===== config.mk =====
export PLATFORM = sky130hd
export DESIGN_NAME = subsurf_seq
export DESIGN_NICKNAME = d
export VERILOG_FILES = /design/src/rtl/subsurf_seq.sv
export SDC_FILE = /design/constraint.sdc
export NUM_CORES = 1
export LEC_CHECK = 0
export BUFFER_PORTS_ARGS = -buffer_cell sky130_fd_sc_hd__buf_4
export CORE_AREA = 2 2 220 222
export CTS_BUF_LIST = sky130_fd_sc_hd__clkbuf_16
export DETAILED_ROUTE_END_ITERATION = 10
export DIE_AREA = 0 0 222 224
export HOLD_SLACK_MARGIN = 0.06
export SYNTH_ARGS = -nofsm -noshare
export SYNTH_HDL_FRONTEND = slang
export SYNTH_SLANG_ARGS = --single-unit
export TNS_END_PERCENT = 100

===== constraint.sdc =====
create_clock -name clk -period 4.1 [get_ports clk]
set_clock_uncertainty 0.15 [all_clocks]
set_input_delay 0.41 -clock clk [delete_from_list [all_inputs] [get_ports clk]]
set_output_delay 0.41 -clock clk [all_outputs]
set_load 0.005 [all_outputs]

===== src/rtl/subsurf_seq.sv =====
// subsurf_seq -- sequences a chain of subdivision engines.
//
// Runs engines 0..NUM_ENG-1 in phase order, repeated for `iterations` passes.
// Each phase follows the same pattern: a start pulse, one guard cycle, then a
// wait for the engine's busy to drop. A per-phase timeout or an abort ends the
// run early and sets a sticky error. While a run is active, the shared RAM
// ports follow the active engine's request slice.
//
// Ports:
//   clk, rst          rising-edge clock, synchronous active-high reset
//   start, iterations run request; pass count is latched on accept (0 -> 1)
//   abort             ends the current run with error
//   eng_start         per-engine start pulse (registered)
//   eng_busy          per-engine busy
//   eng_en/we/a/di    flattened engine RAM requests, engine-major
//   ram_en/we/a/di    RAM ports muxed from the active engine (0 in IDLE)
//   busy, done, error run status; done is a one-cycle pulse, error is sticky
//   phase, pass       active engine index and zero-based pass index
module subsurf_seq #(
   parameter int NUM_ENG     = 3,
   parameter int NUM_RAM     = 3,
   parameter int ADDR_WIDTH  = 9,
   parameter int DATA_WIDTH  = 32,
   parameter int START_PULSE = 2,
   parameter int ITER_WIDTH  = 3,
   parameter int TO_WIDTH    = 16,
   localparam int PW         = (NUM_ENG > 1) ? $clog2(NUM_ENG) : 1
) (
   input  logic                                       clk,
   input  logic                                       rst,
   input  logic                                       start,
   input  logic [ITER_WIDTH-1:0]                      iterations,
   input  logic                                       abort,
   output logic [NUM_ENG-1:0]                         eng_start,
   input  logic [NUM_ENG-1:0]                         eng_busy,
   input  logic [NUM_ENG*NUM_RAM-1:0]                 eng_en,
   input  logic [NUM_ENG*NUM_RAM*4-1:0]               eng_we,
   input  logic [NUM_ENG*NUM_RAM*ADDR_WIDTH-1:0]      eng_a,
   input  logic [NUM_ENG*NUM_RAM*DATA_WIDTH-1:0]      eng_di,
   output logic [NUM_RAM-1:0]                         ram_en,
   output logic [NUM_RAM*4-1:0]                       ram_we,
   output logic [NUM_RAM*ADDR_WIDTH-1:0]              ram_a,
   output logic [NUM_RAM*DATA_WIDTH-1:0]              ram_di,
   output logic                                       busy,
   output logic                                       done,
   output logic                                       error,
   output logic [PW-1:0]                              phase,
   output logic [ITER_WIDTH-1:0]                      pass
);

   localparam int PCW = (START_PULSE > 1) ? $clog2(START_PULSE) : 1;
   localparam logic [PCW-1:0]      P_LAST  = PCW'(START_PULSE - 1);
   // The timeout fires on the WAIT cycle that would bring the counter to all-ones.
   localparam logic [TO_WIDTH-1:0] TO_LAST = {{(TO_WIDTH-1){1'b1}}, 1'b0};
   localparam logic [PW-1:0]       PH_LAST = PW'(NUM_ENG - 1);

   typedef enum logic [2:0] {
      S_IDLE,
      S_PULSE,
      S_GUARD,
      S_WAIT,
      S_NEXT
   } state_t;

   state_t                state;
   logic [PCW-1:0]        pcnt;
   logic [TO_WIDTH-1:0]   to_cnt;
   logic [ITER_WIDTH-1:0] iter_lat;

   always_ff @(posedge clk) begin
      if (rst) begin
         state     <= S_IDLE;
         phase     <= '0;
         pass      <= '0;
         pcnt      <= '0;
         to_cnt    <= '0;
         iter_lat  <= '0;
         eng_start <= '0;
         busy      <= 1'b0;
         done      <= 1'b0;
         error     <= 1'b0;
      end else begin
         done <= 1'b0;
         // Abort outranks every in-run transition, including a coincident timeout.
         if (state != S_IDLE && abort) begin
            state     <= S_IDLE;
            eng_start <= '0;
            busy      <= 1'b0;
            error     <= 1'b1;
         end else begin
            case (state)
               S_IDLE: begin
                  if (start) begin
                     iter_lat  <= (iterations == '0) ? ITER_WIDTH'(1) : iterations;
                     error     <= 1'b0;
                     phase     <= '0;
                     pass      <= '0;
                     pcnt      <= '0;
                     busy      <= 1'b1;
                     eng_start <= NUM_ENG'(1);
                     state     <= S_PULSE;
                  end
               end
               S_PULSE: begin
                  if (pcnt == P_LAST) begin
                     eng_start <= '0;
                     state     <= S_GUARD;
                  end else begin
                     pcnt <= pcnt + 1'b1;
                  end
               end
               S_GUARD: begin
                  to_cnt <= '0;
                  state  <= S_WAIT;
               end
               S_WAIT: begin
                  if (!eng_busy[phase]) begin
                     state <= S_NEXT;
                  end else if (to_cnt == TO_LAST) begin
                     error <= 1'b1;
                     busy  <= 1'b0;
                     state <= S_IDLE;
                  end else begin
                     to_cnt <= to_cnt + 1'b1;
                  end
               end
               S_NEXT: begin
                  pcnt <= '0;
                  if (phase != PH_LAST) begin
                     phase     <= phase + 1'b1;
                     eng_start <= NUM_ENG'(1) << (phase + 1'b1);
                     state     <= S_PULSE;
                  end else if (pass != iter_lat - 1'b1) begin
                     pass      <= pass + 1'b1;
                     phase     <= '0;
                     eng_start <= NUM_ENG'(1);
                     state     <= S_PULSE;
                  end else begin
                     done  <= 1'b1;
                     busy  <= 1'b0;
                     state <= S_IDLE;
                  end
               end
               default: state <= S_IDLE;
            endcase
         end
      end
   end

   // RAM ports follow the active engine with no register stage.
   always_comb begin
      ram_en = '0;
      ram_we = '0;
      ram_a  = '0;
      ram_di = '0;
      if (state != S_IDLE) begin
         for (int unsigned e = 0; e < NUM_ENG; e++) begin
            if (phase == PW'(e)) begin
               ram_en = eng_en[e*NUM_RAM +: NUM_RAM];
               ram_we = eng_we[e*NUM_RAM*4 +: NUM_RAM*4];
               ram_a  = eng_a[e*NUM_RAM*ADDR_WIDTH +: NUM_RAM*ADDR_WIDTH];
               ram_di = eng_di[e*NUM_RAM*DATA_WIDTH +: NUM_RAM*DATA_WIDTH];
            end
         end
      end
   end

endmodule


==> results.md, run 1 <==
* Leakage at 0.00462 uW
* Total power at 1450 uW
* Clock Path Buffers at 2
* GPL Wtd Cong at between 0.9 and 1
* Hold WC Path Type: input pin to register
* Post-Synthesis Cells at 830
* Outcome: complete, no violations
* Ys Warns at 0
* Boundary Pins at around 570
* Levels on crit path at 6
* Synth cell types at 45
* Max-cap violations at 0
* Syn Area/Cell at 6.18 sq um
* CTS tree: yes
* First-pass GRT wire length at 50000 um
* Mapped Nets at between 1000 and 1500
* Worst skew pair latency at 280 ps
* First-pass DRT Iterations at 4
* Design area at 10300 sq um
* Drc violations at 0
* Initial antenna violation count at 7
* Post-route antenna net violation count at 0
* Hold path cells at 2
* Vias in the first global route at 7874
* Worst r2r path cells at 5
* Post-CTS Hold Fix Bufs at 0
* First DRT Iteration DRCs at between 500 and 600
* Detail Placement HPWL at ~30000 um
* Post-CTS Setup Bufs at 0
* CP Max Fanout at 66
* Chip Height at 224 um
* # H-tree levels at 2
* Vias after detailed routing at between 8000 and 9000
* Setup CP Type: register to output port
* Die area at 49700 sq um
* Cell area after placement at 10200 sq um
* Post-synthesis register bit count at 34
* Dpl ws at approximately 1100 ps
* Worst setup margin at ~910 ps
* Crit-path leading delay family: flip-flops
* Row cnt at 80
* HP Start: abort
* Total core area at 47300 sq um
* Chip Width at 222 um
* Crit path top cell by count: nor2_1
* Nets at 1787
* Cell Chain, Critical Path: buf_12 > mux2i_1 > nor2_1 > a21oi_1 > nor2_1 > buf_4
* GRT overflow at 0
* RSZ-0062 raised after global routing: false
* Final Hold Fails at 0
* Vias per inst at 4.07
* Tot GR Track Use at a little over an eighth
* WP buf/inv at 2
* Initial Utilization at 10.8%
* Reg-to-reg critical path endpoint: to_cnt[5]
* Max-slew violations at 0
* TritonCTS Sinks at 34
* Fill count at 5320
* Commonest non-fill, non-tap cells in the layout: 583 x buf_4, 301 x nor2_1, 157 x a21oi_1, 142 x mux2i_1, 32 x dfxtp_1
* Slowest-stage cell, CP: dfxtp_4
* Largest net degree at the start of global routing at 70
* Worst VDD drop at 148 uV
* Highest Clock Rate at 0.314 GHz
* Required @ worst endpoint at roughly 3500 ps
* Root Buffer: clkbuf_16
* Inserted Clock Buffers at 5
* Hold endpoint: state[1]
* Slowest stage delay, CP at 690 ps
* PostCTS Resize Cnt at 0
* Crit path DAT at 2630 ps
* Final hold slack at about 240 ps
* Power Density at approximately 140 nW/um^2
* CP Capture Type: output port
* Setup total negative slack at 0 ps
* Max_slew headroom at approximately a third
* Post-Synthesis Cell Area at 5130 sq um
* Worst reg2reg setup slack at 1680 ps
* Critical Path Source Type: register
* Tightest Pin Transition at 983 ps
* R2r startpoint: phase[0]
* Area added between synthesis and finish at 101%
* Sequential share of the synthesized area at 13.3%
* Drt wl/cell at about 18 um
* Fraction of layout cells with a size suffix above 1 at 44.3%
* Final setup vio count at 0
* Fin crit share at 77.7%
* Port bufs at 572
* DRT Wirelength at 35800 um
* Clk slew on worst S/H paths at 50 ps
* Min Tclk post-route at 3190 ps
* Commonest non-fill, non-tap cell in the layout: buf_4
## flip-flops by register name, summed over array words and instances, names as in the netlist
name and cells:
iter_lat 3, error 1, to_cnt 16, pass 3, pcnt 1, state 3
phase 2, done 1, busy 1, eng_start 3
## metrics by stage
stage / cells / utilization [%]
after floorplan: 830 / -
after global placement: 1967 / 21.4
after detailed placement: 1967 / 21.4
after CTS: 1975 / 21.7
after global routing: 1978 / 21.7
final: 1980 / 21.8
## cells in the mapped netlist
library cell / n / area, sq um
buf_2: 12 / 60.1
nand4_1: 6 / 37.5
nand4b_1: 1 / 8.76
a211oi_1: 3 / 22.5
o211ai_2: 1 / 12.5
dfxtp_1: 34 / 681
a311oi_1: 1 / 8.76
mux2i_1: 142 / 1420
a21o_1: 1 / 7.51
nor3_2: 1 / 10.0
and3_1: 2 / 12.5
nor3_1: 5 / 25.0
buf_1: 5 / 18.8
o2111ai_1: 2 / 17.5
xnor2_1: 3 / 26.3
nand3b_1: 2 / 15.0
or2_1: 1 / 6.26
a32oi_1: 2 / 17.5
ha_1: 4 / 50.1
nand4_2: 1 / 12.5
a31oi_1: 2 / 12.5
inv_1: 9 / 33.8
a2111oi_0: 1 / 8.76
o22ai_1: 1 / 6.26
nor2_1: 301 / 1130
and2_1: 1 / 6.26
o31ai_1: 4 / 30.0
xnor3_1: 1 / 22.5
a22oi_1: 3 / 22.5
nor3_4: 1 / 16.3
xor2_1: 3 / 26.3
nor3b_1: 1 / 7.51
o211ai_1: 1 / 7.51
o21a_1: 1 / 7.51
and3b_1: 1 / 8.76
nand3_1: 8 / 40.0
nor2b_1: 5 / 31.3
nand2_1: 11 / 41.3
o221ai_1: 1 / 8.76
clkbuf_1: 50 / 188
or4_1: 3 / 22.5
a21oi_1: 157 / 786
o21ai_0: 18 / 90.1
nand2b_1: 6 / 37.5
or3_1: 11 / 68.8
## worst max-delay path by stage
| stage | start | endpoint |
|---|---|---|
| after global placement | phase[0] | ram_di[54] |
| final | phase[0] | ram_di[54] |
| after floorplan | phase[1] | ram_a[19] |
| after detailed placement | phase[0] | ram_di[54] |
| after global routing | phase[0] | ram_di[54] |
| after CTS | phase[0] | ram_di[54] |
## power by group
| group | internal (uW) | switching (uW) | total (uW) |
|---|---|---|---|
| Sequential | 336 | 7.41 | 344 |
| Clock | 218 | 127 | 345 |
| Combinational | 449 | 310 | 759 |
## logic make-up after synthesis
group	share of synthesized area, %
and+or+nand+nor	30.0
AOI/OAI and AO/OA	20.8
muxes	27.7
buffers and inverters	5.85
DFF	13.3
xor gates and xnor gates	1.46
adders and majority gates	0.975
## layer usage
layer	vias to the layer above	track usage (%)	wire length, um	part of all wire (%)
li1	3929	-	-	-
met1	3766	14.6	13400	38
met2	320	24.7	18800	53
met3	35	3.58	2560	7.2
met4	2	4.12	967	2.7
met5	-	0	16	0.045
## cell type report
class / count / area [sq um] / area share (%)
Clock inverter: 3 / 11.3 / 0.109
Clock buffer: 5 / 125 / 1.21
Multi-Input combinational cell: 720 / 4160 / 40.4
Timing Repair Buffer: 589 / 4500 / 43.7
Tap cell: 615 / 769 / 7.47
Inverter: 9 / 33.8 / 0.328
Antenna cell: 5 / 12.5 / 0.121
Sequential cell: 34 / 688 / 6.68
Note: power is estimated with default switching activity, not from simulation.
==> inputs of run 2 (changes only) <==
--- a/config.mk
+++ b/config.mk
@@ -6,10 +6,10 @@
 export NUM_CORES = 1
 export LEC_CHECK = 0
 export BUFFER_PORTS_ARGS = -buffer_cell sky130_fd_sc_hd__buf_4
-export CORE_AREA = 2 2 220 222
+export CORE_AREA = 2 2 226 228
 export CTS_BUF_LIST = sky130_fd_sc_hd__clkbuf_16
 export DETAILED_ROUTE_END_ITERATION = 10
-export DIE_AREA = 0 0 222 224
+export DIE_AREA = 0 0 228 230
 export HOLD_SLACK_MARGIN = 0.06
 export SYNTH_ARGS = -nofsm -noshare
 export SYNTH_HDL_FRONTEND = slang
==> constraint.sdc (replaced) <==
create_clock -name clk -period 2.9 [get_ports clk]
set_clock_uncertainty 0.15 [all_clocks]
set_input_delay 0.29 -clock clk [delete_from_list [all_inputs] [get_ports clk]]
set_output_delay 0.29 -clock clk [all_outputs]
set_load 0.005 [all_outputs]
==> run 2 against run 1 <==
Combinational power up 40%. Total power rose by 41%. Utilization down 0.94 points.
==> results.md, run 2 (same netlist as run 1, synthesis figures left out) <==
* Outcome: complete, no violations
* Root Buffer: clkbuf_16
* Clk slew on worst S/H paths at 50 ps (about the same)
* Clock Path Buffers at 2 (unchanged)
* Design area at 10400 sq um (+0.78%)
* Worst r2r path cells at 5 (unchanged)
* DRT Wirelength at 36200 um (+1.2%)
* Post-CTS Hold Fix Bufs at 0 (unchanged)
* Tot GR Track Use at 12.7% (-0.56 points)
* Final Hold Fails at 0 (unchanged)
* Slowest stage delay, CP at 620 ps (-70 ps)
* R2r startpoint: phase[0]
* Setup total negative slack at 0 ps (unchanged)
* Levels on crit path at 7 (+1)
* Fraction of layout cells with a size suffix above 1 at 44.2% (-0.050 points)
* Post-CTS Setup Bufs at 0 (unchanged)
* CP Capture Type: output port
* Fin crit share at 90.4%
* Hold endpoint: iter_lat[1]
* FF/Latch Area at 688 sq um (unchanged)
* Crit path DAT at 2180 ps (-450 ps)
* HP Start: iterations[1]
* Hold path cells at 3 (+1)
* Setup CP Type: register to output port
* Initial antenna violation count at 4 (-3)
* Vias per inst at 3.95 (-2.8%)
* First DRT Iteration DRCs at 436 (-17%)
* Commonest non-fill, non-tap cell in the layout: buf_4
* # H-tree levels at 2 (unchanged)
* PostCTS Resize Cnt at 0 (unchanged)
* Highest Clock Rate at around 0.38 GHz
* Nets at 1784 (-0.17%)
* Drc violations at 0 (unchanged)
* Largest net degree at the start of global routing at 75 (+7.1%)
* Final setup vio count at 0 (unchanged)
* Die area at 52400 sq um (+5.5%)
* Required @ worst endpoint at 2460 ps (-1080 ps)
* Inserted Clock Buffers at 5 (unchanged)
* TritonCTS Sinks at 34 (unchanged)
* Min Tclk post-route at 2620 ps
* Drt wl/cell at 17.8 um (-1.4%)
* Reg-to-reg critical path endpoint: to_cnt[9]
* Biggest register: to_cnt
* CTS tree: yes
* Chip Width at 228 um (+2.7%)
* Commonest non-fill, non-tap cells in the layout: 577 x buf_4, 301 x nor2_1, 157 x a21oi_1, 142 x mux2i_1, 32 x dfxtp_1
* Port bufs at 572 (unchanged)
* Row cnt at 82 (+2.5%)
* Worst reg2reg setup slack at 580 ps (-1100 ps)
* Max FFs per register at 16 (unchanged)
* Max-slew violations at 0 (unchanged)
* CP Max Fanout at 31 (-53%)
* Cell area after placement at 10200 sq um (+0.85%)
* Power Density at 197 nW/um^2 (+40%)
* Detail Placement HPWL at 31000 um (+0.82%)
* Fill count at 5766 (+8.4%)
* RSZ-0062 raised after global routing: false
* Cell Chain, Critical Path: buf_12 > buf_4 > mux2i_1 > nor2_1 > a21oi_1 > nor2_1 > buf_4
* GRT overflow at 0 (unchanged)
* First-pass GRT wire length at 50500 um (+1.1%)
* Vias after detailed routing at 8028 (-0.30%)
* Post-route antenna net violation count at 0 (unchanged)
* Max-cap violations at 0 (unchanged)
* Crit-path leading delay family: buffers and inverters
* Boundary Pins at 573 (unchanged)
* Worst skew pair latency at 280 ps (about the same)
* Max_slew headroom at 50.7% (+16 points)
* Leakage at 0.00461 uW (-0.27%)
* First-pass DRT Iterations at 5 (+1)
* Hold WC Path Type: input pin to register
* Area added between synthesis and finish at 102%
* Slowest-stage cell, CP: dfxtp_4
* Initial Utilization at 10.3% (-0.55 points)
* Critical Path Source Type: register
* Area of the multi-input gates at 4160 sq um (unchanged)
* Total core area at 49900 sq um (+5.3%)
* WP buf/inv at 3 (+1)
* GPL Wtd Cong at 0.955 (+1.7%)
* Worst VDD drop at 209 uV (+41%)
* Tightest Pin Transition at 737 ps (-246 ps)
* Chip Height at 230 um (+2.7%)
* Vias in the first global route at 7708 (-2.1%)
==> run 2: changes by cell type in the layout (fill, tap and decap cells not counted) <==
cell / previous run / this run
inv_1: 12 / 10
buf_12: 6 / 9
clkinv_1: 0 / 1
clkinv_2: 0 / 1
buf_4: 583 / 577
diode_2: 5 / 2
==> run 2: report_power, final <==
| group | leakage [uW] | internal [uW] | switching (uW) |
|---|---|---|---|
| Clock | 0.0000724 | 310 | 188 |
| Combinational | 0.00426 | 625 | 436 |
| Sequential | 0.000277 | 475 | 10.2 |
==> run 2: area by class of cell <==
cell class / count / share of cell area, %
Multi-Input combinational cell: 720 / 40.1
Tap cell: 672 / 8.10
Inverter: 9 / 0.325
Antenna cell: 2 / 0.0482
Clock buffer: 5 / 1.21
Clock inverter: 3 / 0.121
Sequential cell: 34 / 6.63
Timing Repair Buffer: 586 / 43.5
==> run 2: worst max path at each step <==
stage	startpoint	end	slack (ps)
final	phase[0]	ram_a[25]	280
after global routing	phase[0]	ram_a[25]	130
after CTS	phase[0]	ram_a[25]	270
after detailed placement	phase[0]	to_cnt[9]	570
after global placement	phase[0]	ram_di[92]	610
after floorplan	to_cnt[0]	to_cnt[15]	930
==> run 2: routing by layer <==
metal | vias up | share of wire (%) | GRT usage, %
li1 | 3916 | - | -
met1 | 3745 | 40 | 15.2
met2 | 344 | 51 | 23.3
met3 | 23 | 7.4 | 2.96
met4 | 0 | 1.5 | 2.19
met5 | - | 0 | 0
==> run 2: metrics by stage <==
stage	utilization [%]	hold slack (ps)	total power, uW	instances	setup slack, ps
5_1_grt	20.8	130	2170	2029	134
3_5_place_dp	20.5	329	1560	2021	570
2_1_floorplan	-	212	795	830	933
4_1_cts	20.8	101	2070	2029	265
6_report	20.8	105	2040	2031	279
3_3_place_gp	20.5	312	1560	2021	609
==> run 2: tightest hold or removal path: cells and delay by family <==
family,cells,cell delay (ps)
AO/OA/AOI/OAI,1,50
AND/OR/NAND/NOR,1,70
buffers and inverters,1,90
==> inputs of run 3 (changes only) <==
--- a/config.mk
+++ b/config.mk
@@ -6,10 +6,10 @@
 export NUM_CORES = 1
 export LEC_CHECK = 0
 export BUFFER_PORTS_ARGS = -buffer_cell sky130_fd_sc_hd__buf_4
-export CORE_AREA = 2 2 226 228
+export CORE_AREA = 2 2 222 224
 export CTS_BUF_LIST = sky130_fd_sc_hd__clkbuf_16
 export DETAILED_ROUTE_END_ITERATION = 10
-export DIE_AREA = 0 0 228 230
+export DIE_AREA = 0 0 224 226
 export HOLD_SLACK_MARGIN = 0.06
 export SYNTH_ARGS = -nofsm -noshare
 export SYNTH_HDL_FRONTEND = slang
==> constraint.sdc (replaced) <==
create_clock -name clk -period 2.95 [get_ports clk]
set_clock_uncertainty 0.15 [all_clocks]
set_input_delay 0.295 -clock clk [delete_from_list [all_inputs] [get_ports clk]]
set_output_delay 0.295 -clock clk [all_outputs]
set_load 0.005 [all_outputs]
==> run 3 against run 2 <==
Hold slack improved by 3.2 ps. Critical path depth fell by 1. Global-route usage rose by 0.47 points. Sequential power fell by 2%. Clock power fell by 0.8%. Non-clock buffer count rose by 7. Clock-buffer cell count did not move.
==> results.md, run 3 (same netlist as run 1, synthesis figures left out) <==
* Commonest non-fill, non-tap cell in the layout: buf_4
* CP Capture Type: output port
* Min Tclk post-route at 2800 ps
* Row cnt at 81 (-1.2%)
* Biggest register: to_cnt
* Initial antenna violation count at 4 (unchanged)
* Power Density at 196 nW/um^2 (-0.54%)
* Leakage at 0.00463 uW (+0.49%)
* Setup CP Type: register to output port
* Tightest Pin Transition at 671 ps (-66.0 ps)
* DRT Wirelength at 36400 um (+0.41%)
* Outcome: complete, no violations
* Final setup vio count at 0 (unchanged)
* Clock Path Buffers at 2 (unchanged)
* Chip Width at 224 um (-1.8%)
* Final Hold Fails at 0 (unchanged)
* GPL Wtd Cong at 0.952 (-0.37%)
* CP Max Fanout at 73 (+140%)
* Commonest non-fill, non-tap cells in the layout: 587 x buf_4, 301 x nor2_1, 155 x a21oi_1, 142 x mux2i_1, 32 x dfxtp_1
* Inserted Clock Buffers at 5 (unchanged)
* # H-tree levels at 2 (unchanged)
* Tot GR Track Use at 13.2% (+0.47 points)
* Initial Utilization at 10.6% (+0.32 points)
* P_sw at 637 uW (+0.46%)
* First-pass GRT wire length at 50200 um (-0.71%)
* Boundary Pins at 573 (unchanged)
* Design area at 10300 sq um (-0.40%)
* Register share of total power at 23.6% (about the same)
* First DRT Iteration DRCs at 658 (+51%)
* Worst VDD drop at 196 uV (-6.3%)
* TritonCTS Sinks at 34 (unchanged)
* Setup total negative slack at 0 ps (unchanged)
* Die area at 50600 sq um (-3.5%)
* CTS tree: yes
* Combinational share of power at 52.0% (about the same)
* Root Buffer: clkbuf_16
* Max_slew headroom at 55.3% (+4.6 points)
* Largest net degree at the start of global routing at 74 (-1.3%)
* Chip Height at 226 um (-1.7%)
* Cell area after placement at 10200 sq um (-0.46%)
* Highest Clock Rate at 0.357 GHz
* Critical Path Source Type: register
* RSZ-0062 raised after global routing: false
* Post-route antenna net violation count at 0 (unchanged)
* Crit path DAT at 2360 ps (+180 ps)
* Nets at 1791 (+0.39%)
* Worst skew pair latency at 280 ps (about the same)
* Sw frac at 31.5% (+0.44 points)
* Pint at 1390 uW (-1.6%)
* Fin crit share at between 90% and 100%
* Part of the power in the clock network at 24.4% (about the same)
* Max-slew violations at 0 (unchanged)
* Vias in the first global route at 7775 (+0.87%)
* Drt wl/cell at 18.3 um (+2.6%)
* Max FFs per register at 16 (unchanged)
* Clk slew on worst S/H paths at 50 ps (about the same)
* Required @ worst endpoint at 2510 ps (+50 ps)
* Hold WC Path Type: input pin to register
* Fill count at 5421 (-6.0%)
* Vias after detailed routing at 8216 (+2.3%)
* Detail Placement HPWL at 31000 um (about the same)
* Total core area at 48300 sq um (-3.0%)
* GRT overflow at 0 (unchanged)
* Fraction of layout cells with a size suffix above 1 at 44.6% (+0.36 points)
* First-pass DRT Iterations at 5 (unchanged)
* Port bufs at 572 (unchanged)
* Drc violations at 0 (unchanged)
* Max-cap violations at 0 (unchanged)
* Area added between synthesis and finish at 101%
* Vias per inst at 4.13 (+4.6%)
[run 3: routing by layer]
layer / track usage [%] / share of wire [%] / up-vias / wire, um
li1: - / - / 3934 / -
met1: 16.1 / 40 / 3845 / 14600
met2: 21.9 / 48 / 393 / 17400
met3: 4.20 / 8.7 / 40 / 3170
met4: 4.22 / 3.4 / 4 / 1240
met5: 0 / 0.063 / - / 23
[run 3: final cells by class]
class                   instances  area, sq um  share of cell area (%)
inverters                       9         33.8                   0.327
diodes                          2         5.00                  0.0484
multi-input cells             720         4170                    40.3
well taps                     622          778                    7.53
repair buffers                593         4530                    43.8
clock inverters                 3         11.3                   0.109
flip-flops and latches         34          688                    6.66
clock buffers                   5          125                    1.21
[run 3: repair_timing]
item | in CTS | in global routing
setup buffers | 0 | 0
gates resized for setup | 0 | 2
hold buffers | 0 | 0
endpoints found under the setup margin | 0 | 2
[run 3: stage by stage]
| stage | hold WS (ps) | std cells | worst slack [ps] | power, uW | util [%] |
|---|---|---|---|---|---|
| 2_1_floorplan | 217 | 830 | 978 | 782 | - |
| 3_3_place_gp | 312 | 1978 | 320 | 1530 | 21.1 |
| 3_5_place_dp | 328 | 1978 | 301 | 1540 | 21.1 |
| 4_1_cts | 102 | 1986 | 0.0639 | 2040 | 21.4 |
| 5_1_grt | 130 | 1988 | 5.04 | 2130 | 21.4 |
| 6_report | 108 | 1988 | 147 | 2020 | 21.4 |
[run 3: power groups by stage]
| stage | logic (uW) | registers [uW] | clock network, uW |
|---|---|---|---|
| floorplan | 298 | 484 | 0 |
| global placement | 1050 | 486 | 0 |
| detailed placement | 1050 | 487 | 0 |
| CTS | 1060 | 477 | 503 |
| global route | 1130 | 478 | 523 |
| finish | 1050 | 477 | 494 |
[run 3: critical path: stages, from the launching register on]
cell and delay (ps):
dfxtp_4 620, buf_12 290, nor2b_4 90, buf_12 180, a21oi_1 600, nor2_1 90
buf_4 160
[run 3: path summary, 6_finish.rpt]
check	startpoint	end	slack, ps	cells after the start
hold / removal	iterations[1]	iter_lat[1]	110	3
setup reg to reg	state[2]	to_cnt[8]	640	5
setup / recovery	phase[0]	ram_di[55]	150	6
hold reg to reg	to_cnt[9]	to_cnt[9]	330	2
